===== config.mk =====
export PLATFORM = sky130hd
export DESIGN_NAME = ami_w
export DESIGN_NICKNAME = d
export VERILOG_FILES = /design/src/rtl/ami_w.sv
export SDC_FILE = /design/constraint.sdc
export NUM_CORES = 1
export LEC_CHECK = 0
export CAP_MARGIN = 10
export CORE_AREA = 2 2 176 178
export DETAILED_ROUTE_END_ITERATION = 7
export DIE_AREA = 0 0 178 180
export GPL_TIMING_DRIVEN = 0
export PLACE_DENSITY = 0.5
export SYNTH_ARGS = -nofsm -noshare
export SYNTH_HDL_FRONTEND = slang
export SYNTH_SLANG_ARGS = --single-unit

===== constraint.sdc =====
create_clock -name clk -period 1.81 [get_ports clk]
set_input_delay 0.362 -clock clk [delete_from_list [all_inputs] [get_ports clk]]
set_output_delay 0.362 -clock clk [all_outputs]
set_load 0.005 [all_outputs]

===== src/rtl/ami_w.sv =====
// ----------------------------------------------------------------------------
// ami_w : AXI4 master write engine
//
// Takes one burst command at a time from a user write client, presents it on
// the AXI AW channel, streams the user's beats onto W (tagging the final beat
// with WLAST), and hands B responses straight back to the user. Up to MAX_OUT
// bursts may have their AW accepted while still waiting for B.
//
// The block does not split bursts. A command that crosses a 4KB boundary is
// still issued unchanged, and err_4kb is pulsed for one cycle.
//
// Ports
//   clk, rst_n                  clock, asynchronous active-low reset
//   cmd_id/addr/len/size/burst  burst command fields
//   cmd_valid / cmd_ready       command handshake
//   usr_wdata/usr_wstrb         user beat data and strobes
//   usr_wvalid / usr_wready     user beat handshake
//   usr_bid/usr_bresp/usr_bvalid  B response forwarded to the user
//   usr_bready                  user B ready (drives BREADY)
//   AWID..AWBURST, AWVALID      registered AXI AW channel; AWREADY is an input
//   WDATA/WSTRB/WLAST/WVALID    AXI W channel; WREADY is an input
//   BID/BRESP/BVALID, BREADY    AXI B channel
//   outstanding                 bursts with AW accepted and B not yet accepted
//   err_4kb                     1-cycle pulse: accepted INCR cmd crosses 4KB
//   err_bresp                   sticky: a B handshake carried BRESP != OKAY
//   err_bunexp                  sticky: BVALID seen with nothing outstanding
// ----------------------------------------------------------------------------
module ami_w #(
   parameter int AXI_DW     = 128,
   parameter int AXI_AW     = 40,
   parameter int AXI_IW     = 8,
   parameter int AXI_LW     = 8,
   parameter int AXI_SW     = 3,
   parameter int AXI_BURSTW = 2,
   parameter int AXI_BRESPW = 2,
   parameter int MAX_OUT    = 4
) (
   input  logic                          clk,
   input  logic                          rst_n,

   input  logic [AXI_IW-1:0]             cmd_id,
   input  logic [AXI_AW-1:0]             cmd_addr,
   input  logic [AXI_LW-1:0]             cmd_len,
   input  logic [AXI_SW-1:0]             cmd_size,
   input  logic [AXI_BURSTW-1:0]         cmd_burst,
   input  logic                          cmd_valid,
   output logic                          cmd_ready,

   input  logic [AXI_DW-1:0]             usr_wdata,
   input  logic [AXI_DW/8-1:0]           usr_wstrb,
   input  logic                          usr_wvalid,
   output logic                          usr_wready,

   output logic [AXI_IW-1:0]             usr_bid,
   output logic [AXI_BRESPW-1:0]         usr_bresp,
   output logic                          usr_bvalid,
   input  logic                          usr_bready,

   output logic [AXI_IW-1:0]             AWID,
   output logic [AXI_AW-1:0]             AWADDR,
   output logic [AXI_LW-1:0]             AWLEN,
   output logic [AXI_SW-1:0]             AWSIZE,
   output logic [AXI_BURSTW-1:0]         AWBURST,
   output logic                          AWVALID,
   input  logic                          AWREADY,

   output logic [AXI_DW-1:0]             WDATA,
   output logic [AXI_DW/8-1:0]           WSTRB,
   output logic                          WLAST,
   output logic                          WVALID,
   input  logic                          WREADY,

   input  logic [AXI_IW-1:0]             BID,
   input  logic [AXI_BRESPW-1:0]         BRESP,
   input  logic                          BVALID,
   output logic                          BREADY,

   output logic [$clog2(MAX_OUT+1)-1:0]  outstanding,
   output logic                          err_4kb,
   output logic                          err_bresp,
   output logic                          err_bunexp
);

   localparam int OCW = $clog2(MAX_OUT + 1);
   localparam logic [OCW:0]            MAX_OUT_V  = (OCW + 1)'(MAX_OUT);
   localparam logic [AXI_BURSTW-1:0]   BURST_INCR = AXI_BURSTW'(1);

   typedef enum logic {
      ST_IDLE,
      ST_BURST
   } state_t;

   state_t            st;
   logic [AXI_LW-1:0] beat_cnt;
   logic              aw_done;
   logic              w_done;

   logic              aw_hs;
   logic              w_hs;
   logic              b_hs;
   logic              cmd_hs;
   logic              w_open;
   logic [OCW:0]      out_after_aw;
   logic [13:0]       burst_bytes;
   logic [13:0]       burst_end;
   logic              crosses_4kb;

   // Handshake decode, W-channel gating and B pass-through.
   // The W channel is open only while a burst is active and its last beat has
   // not yet been sent. This lets the beats run ahead of AW acceptance.
   always_comb begin
      aw_hs      = AWVALID && AWREADY;
      w_open     = (st == ST_BURST) && !w_done;
      WVALID     = w_open && usr_wvalid;
      usr_wready = w_open && WREADY;
      WDATA      = usr_wdata;
      WSTRB      = usr_wstrb;
      WLAST      = (beat_cnt == AWLEN);
      w_hs       = WVALID && WREADY;

      BREADY     = usr_bready;
      usr_bid    = BID;
      usr_bresp  = BRESP;
      usr_bvalid = BVALID;
      b_hs       = BVALID && usr_bready;

      // A burst whose AW handshakes in this cycle already counts against the cap.
      out_after_aw = {1'b0, outstanding} + (OCW + 1)'(aw_hs);
      cmd_ready    = (st == ST_IDLE) && (out_after_aw < MAX_OUT_V);
      cmd_hs       = cmd_valid && cmd_ready;

      // 14 bits holds the worst case: a 4095 offset plus 256 beats of 16 bytes.
      burst_bytes = (14'(cmd_len) + 14'd1) << cmd_size;
      burst_end   = 14'(cmd_addr[11:0]) + burst_bytes;
      crosses_4kb = (cmd_burst == BURST_INCR) && (burst_end > 14'd4096);
   end

   // Burst sequencer. AW and W are tracked independently. The burst retires
   // in the cycle where both are complete, and handshakes that complete in
   // that same cycle also count.
   always_ff @(posedge clk or negedge rst_n) begin
      if (!rst_n) begin
         st       <= ST_IDLE;
         AWID     <= '0;
         AWADDR   <= '0;
         AWLEN    <= '0;
         AWSIZE   <= '0;
         AWBURST  <= '0;
         AWVALID  <= 1'b0;
         beat_cnt <= '0;
         aw_done  <= 1'b0;
         w_done   <= 1'b0;
      end else begin
         case (st)
            ST_IDLE: begin
               if (cmd_hs) begin
                  AWID     <= cmd_id;
                  AWADDR   <= cmd_addr;
                  AWLEN    <= cmd_len;
                  AWSIZE   <= cmd_size;
                  AWBURST  <= cmd_burst;
                  AWVALID  <= 1'b1;
                  beat_cnt <= '0;
                  aw_done  <= 1'b0;
                  w_done   <= 1'b0;
                  st       <= ST_BURST;
               end
            end
            ST_BURST: begin
               if (aw_hs) begin
                  AWVALID <= 1'b0;
                  aw_done <= 1'b1;
               end
               if (w_hs) begin
                  beat_cnt <= beat_cnt + AXI_LW'(1);
                  if (WLAST) begin
                     w_done <= 1'b1;
                  end
               end
               if ((aw_done || aw_hs) && (w_done || (w_hs && WLAST))) begin
                  st <= ST_IDLE;
               end
            end
            default: st <= ST_IDLE;
         endcase
      end
   end

   // Outstanding-burst counter and error flags. An unexpected B response is
   // still forwarded, but it must not drive the counter below zero.
   always_ff @(posedge clk or negedge rst_n) begin
      if (!rst_n) begin
         outstanding <= '0;
         err_4kb     <= 1'b0;
         err_bresp   <= 1'b0;
         err_bunexp  <= 1'b0;
      end else begin
         if (aw_hs && !b_hs) begin
            outstanding <= outstanding + OCW'(1);
         end else if (b_hs && !aw_hs && (outstanding != '0)) begin
            outstanding <= outstanding - OCW'(1);
         end
         err_4kb <= cmd_hs && crosses_4kb;
         if (b_hs && (BRESP != '0)) begin
            err_bresp <= 1'b1;
         end
         if (BVALID && (outstanding == '0)) begin
            err_bunexp <= 1'b1;
         end
      end
   end

endmodule

==> metrics, run 1 <==
Layout area overhead=81.8%; CTS H-tree lvls=3; Detail Route Antenna Nets=0; share of cells above drive strength 1=0.293; Critical Path End Type=register; Tmin final=2970 ps; FP Rows=64; sequential share of power=0.314; Max VDD drop=364 µV; Combinational Power Share=0.485; die width=178 µm; Critical Path Fanout Max=5; worst path required time=2070 ps; CP Cell Sequence=buf_8 -> ha_4 -> nand4_1 -> nor3b_2 -> o32ai_2 -> mux2_4 -> o21ai_4 -> ha_4 -> a21o_1 -> a21o_1 -> a31oi_4 -> o21ai_2 -> or3_1 -> a32o_2 -> o21ai_2; clk sinks=79; period utilisation layout=1.64; fin nets=1275; leak pwr=4.67 nW; Max-Cap Viols=0; CP startpoint kind=primary input; Distinct cells, synth=55; Crit path arrival time=3230 ps; Num CTS Buffers=9; IO Port Bufs=294; worst hold path class=in -> reg; worst setup margin=-1160 ps; largest family of logic cells by synthesized area=buffers and inverters; post-synthesis mux area share=0.0191; Synth Instances=688; net switching power=3.19 mW; Mapped Area=5580 µm²; initial antenna violation count=2; Synth Area in XOR/XNOR=0.0377; post-synthesis adder-cell area fraction=0.0408; PnR Total Power=9.79 mW; largest net degree at the start of global routing=60; Post-Syn Nets=928; most frequent cells in the layout=276 x clkdlybuf4s50_1, 204 x nand2_1, 200 x buf_4, 74 x dfrtp_1, 28 x nor2_1; Fmax=337 MHz; Avg Cell Area, Syn=8.11 µm²; FFs w/ async S/R, synth=1.00; Post-synth EDFFs=0; Initial DRT Pass Iterations=4; core area=30200 µm²; Layout Skew=7.94 ps; drt via density=3.93; outcome=complete, but fails checks; register bit total from synthesis=79; WL per Instance=14.2 µm; first-pass GRT wire length=30.1 mm; Hold WS=270 ps; pwr dens=965 nW/µm²; worst path buffer plus inverter count=1; CP max stage delay=370 ps; CTS tree=done; Top Family by Delay on Critical Path=compound AO/OA/AOI/OAI gates; DRC errors left=0; Top FF cell, synth=dfrtp_1; Setup Viol. Count Final=1; clock transition at the registers of the reported paths=60 ps; 1st-iter DRT viols=190; Root Driver=clkbuf_16; Vias=5654; clock latency of the later-clocked register in the worst-skew pair=340 ps; Die ar.=32000 µm²; clock network fraction of design power=0.201; RSZ-0062 raised after global routing=true; Ys Warns=0; Starting Density=0.185; RePlAce Congestion=0.798; sequential-to-total area share from yosys stat=0.354; Die Span Y=180 µm; Setup CP Type=in -> reg; Worst-Margin Slew=490 ps; clk buf depth=2; violated checks=setup timing; Crit-path slowest cell=or3_1; most common cell after layout, fill and taps aside=clkdlybuf4s50_1; GRT overflow=0; num ports=451; slew margin rel.=0.673; switching part of the total=0.326; Slew Limit Fails=0; global-route usage over all layers=0.120; Compound-Gate Fraction of Synth Area=0.0978; Post-DP HPWL=16.2 mm; P_int=6.60 mW; vias in the first global route=5447; Final Hold Fails=0; Post-Synth Simple-Gate Area=0.211; Routed WL=20.4 mm
[tightest hold or removal path: stages]
cell     delay [ps]
buf_8           100
nand2_1          60
nand2_1          50
[power groups by stage]
stage               Sequential (mW)  Clock (mW)  Combinational (mW)
floorplan                      3.07           0                1.72
global placement               3.10           0                4.26
detailed placement             3.12           0                4.28
CTS                            3.08        2.06                4.62
global route                   3.19        2.14                5.23
finish                         3.07        1.97                4.74
[per-stage QoR]
stage / setup WS, ps / instance area, µm² / std cells / TNS, ps / utilization
6_report: -1160 / 10100 / 1437 / -1160 / 0.336
3_3_place_gp: -2890 / 9050 / 1378 / -292480 / 0.300
3_5_place_dp: -2510 / 9080 / 1379 / -64460 / 0.301
4_1_cts: -1220 / 9840 / 1422 / -1480 / 0.326
2_1_floorplan: -1190 / 5610 / 688 / -1190 / -
5_1_grt: -1250 / 10100 / 1437 / -1350 / 0.336
[cells in the mapped netlist, types with 3 or more instances]
library cell	instances	area, µm²
nand2_1	208	781
buf_4	156	1170
dfrtp_1	79	1980
nor2_1	29	109
o21ai_0	22	110
clkbuf_1	19	71.3
a21oi_1	16	80.1
ha_1	15	188
xor2_1	14	123
nand3_1	13	65.1
xnor2_1	10	87.6
inv_1	9	33.8
mux2i_1	8	80.1
a21o_1	7	52.6
a31oi_1	6	37.5
nor3_1	6	30.0
nand4_1	5	31.3
and2_1	4	25.0
buf_2	4	20.0
or3_1	4	25.0
a32o_1	3	30.0
buf_6	3	33.8
o2111ai_1	3	26.3
o22ai_1	3	18.8
o31ai_1	3	22.5
[cell type report]
class	count	area (µm²)
inverters	9	33.8
fillers	3091	20000
multi-input cells	417	2590
diodes	1	2.50
repair buffers	340	3310
clock inverters	6	85.1
well taps	396	495
flip-flops and latches	79	1980
clock buffers	10	229
plain buffers	179	1420
[flip-flops by register name, indices dropped and copies added, names as in the netlist, 2 cells and up]
| name | count |
|---|---|
| AWADDR | 40 |
| AWID | 8 |
| AWLEN | 8 |
| beat_cnt | 8 |
| AWSIZE | 3 |
| outstanding | 3 |
| AWBURST | 2 |
[routing by layer]
| metal | vias up | track usage | routed length [µm] |
|---|---|---|---|
| met1 | 2567 | 0.137 | 7890 |
| met4 | 2 | 0.0331 | 233 |
| li1 | 2801 | - | - |
| met2 | 269 | 0.220 | 10600 |
| met5 | - | 0 | 13 |
| met3 | 15 | 0.0298 | 1610 |
[cells by family after synthesis]
kind of cell,after synthesis
buffers and inverters,192
multiplexers,10
XOR/XNOR,24
flip-flops,79
AND/OR/NAND/NOR,284
adder cells (fa/ha/maj),17
AO/OA/AOI/OAI,82
[final timing paths]
check | start | endpoint | slack (ps) | cells after the start
max in group asynchronous | rst_n | beat_cnt[0]$_DFFE_PN0P_ | 730 | 3
worst max register to register | AWVALID$_DFFE_PN0P_ | err_4kb$_DFF_PN0_ | -170 | 8
min in group asynchronous | rst_n | AWADDR[25]$_DFFE_PN0P_ | 470 | 2
worst min register to register | err_bunexp$_DFFE_PN0P_ | err_bunexp$_DFFE_PN0P_ | 470 | 1
worst max-delay path | cmd_len[1] | err_4kb$_DFF_PN0_ | -1160 | 15
worst min-delay path | cmd_len[3] | AWLEN[3]$_DFFE_PN0P_ | 270 | 3
[what timing repair did]
action	in CTS	in global routing
endpoints found under the hold margin	20	0
pin swaps	25	32
resized for setup	108	66
hold buffers	1	0
setup endpoints to repair	84	75
buffers inserted	28	16
No activity file was read; power rests on OpenSTA's default activity.
==> inputs of run 2 (changes only) <==
Settings changed: REMOVE_ABC_BUFFERS from default to 1.
==> metrics, run 2 (synthesized netlist as in run 1, its figures left out) <==
Die Span Y=180 µm; net switching power=3.77 mW; CTS tree=done; clock latency of the later-clocked register in the worst-skew pair=360 ps; worst path required time=2100 ps; Vias=5212; Starting Density=0.185; share of cells above drive strength 1=0.299; Num CTS Buffers=9; Worst-Margin Slew=824 ps; Setup Viol. Count Final=55; slew margin rel.=0.451; WL per Instance=45.2 µm; max reg flops=40; leak pwr=3.34 nW; Layout area overhead=40.4%; GRT overflow=0; CTS H-tree lvls=3; IO Port Bufs=146; Max-Cap Viols=0; Crit path arrival time=3190 ps; switching part of the total=0.370; 1st-iter DRT viols=324; min-delay src=cmd_len[7]; CP Cell Sequence=buf_12 -> ha_4 -> nand4_1 -> buf_4 -> or3_1 -> mux2_4 -> mux2i_1 -> ha_1 -> a21o_1 -> a31oi_2 -> o21ai_1 -> or3_1 -> a32o_1 -> o21ai_1; Final Hold Fails=0; Post-DP HPWL=41.9 mm; Slew Limit Fails=0; fillers=3267; Combinational Power Share=0.492; global-route usage over all layers=0.308; DRC errors left=0; most common cell after layout, fill and taps aside=nand2_1; worst setup margin=-1090 ps; most frequent cells in the layout=131 x nand2_1, 126 x clkdlybuf4s50_1, 73 x dfrtp_1, 64 x nand2_2, 34 x buf_4; clk sinks=79; Crit-path slowest cell=or3_1; clock transition at the registers of the reported paths=70 ps; Setup CP Type=in -> reg; largest net degree at the start of global routing=45; Tmin final=2900 ps; final core occ=0.260; CP startpoint kind=primary input; sequential share of power=0.317; first-pass GRT wire length=60.7 mm; Max VDD drop=375 µV; Initial DRT Pass Iterations=4; RePlAce Congestion=1.04; Layout Skew=10.7 ps; num ports=451; Die ar.=32000 µm²; violated checks=setup timing; Critical Path End Type=register; outcome=complete, but fails checks; fin nets=967; Detail Route Antenna Nets=0; FP Rows=64; Routed WL=50.9 mm; PnR Total Power=10.2 mW; pwr dens=1300 nW/µm²; clock network fraction of design power=0.191; Fmax=344 MHz; drt via density=4.62; initial antenna violation count=0; die width=178 µm; Root Driver=clkbuf_16; Critical Path Fanout Max=7; # diodes=0; period utilisation layout=1.60; RSZ-0062 raised after global routing=true; worst hold path class=in -> reg; core area=30200 µm²; r2r startpoint=AWVALID$_DFFE_PN0P_; vias in the first global route=4843; Hold WS=299 ps; clk buf depth=2; CP max stage delay=380 ps; largest register by flop count=AWADDR; P_int=6.43 mW; worst setup path startpoint=cmd_len[1]
[run 2: area by class of cell]
cell class	count	area [µm²]	area share
clock inverters	5	57.6	0.00734
multi-input cells	433	3050	0.389
clock buffers	11	243	0.0310
well taps	396	495	0.0632
flip-flops and latches	79	1980	0.253
repair buffers	195	1980	0.252
inverters	9	33.8	0.00431
[run 2: worst paths after layout]
kind	end	slack [ps]	depth (start not counted)
setup reg to reg	err_4kb$_DFF_PN0_	-320	7
min in group asynchronous	AWADDR[0]$_DFFE_PN0P_	540	2
hold reg to reg	err_bresp$_DFFE_PN0P_	470	1
max in group asynchronous	AWLEN[0]$_DFFE_PN0P_	580	3
hold / removal	AWLEN[7]$_DFFE_PN0P_	300	3
setup / recovery	err_4kb$_DFF_PN0_	-1090	14
[run 2: power groups by stage]
stage	clock, mW	sequential [mW]	combinational, mW
6_report	1.95	3.23	5.02
5_1_grt	2.05	3.33	5.43
4_1_cts	1.97	3.07	4.40
3_5_place_dp	0	3.11	3.54
3_3_place_gp	0	3.08	3.52
2_1_floorplan	0	3.07	1.37
[run 2: routing by layer]
layer,wire (µm),vias up,GRT usage
met2,25500,482,0.542
met5,334,-,0.0741
met1,9910,2443,0.172
met3,12000,72,0.342
met4,3190,8,0.150
li1,-,2207,-
[run 2: worst max-delay path, delay by kind of cell]
family	cells	cell delay (ps)
simple gates	3	840
fa+ha+maj	2	460
mux	2	450
compound gates	5	780
buf+inv	2	280
[run 2: stage by stage]
step	TNS, ps	setup WS, ps	cells	instance area [µm²]
floorplan	-45680	-1340	505	4280
global placement	-400380	-3060	1047	6240
detailed placement	-63540	-2760	1048	6270
CTS	-4260	-1040	1111	7300
global route	-11390	-1200	1128	7840
finish	-6350	-1090	1128	7840
[run 2: timing repair]
action | 4_1_cts | 5_1_grt
hold buffers | 1 | 0
resized for setup | 159 | 122
setup endpoints to repair | 80 | 73
cloned | 10 | 7
endpoints found under the hold margin | 9 | 0
pin swaps | 36 | 112
buffers inserted | 36 | 16
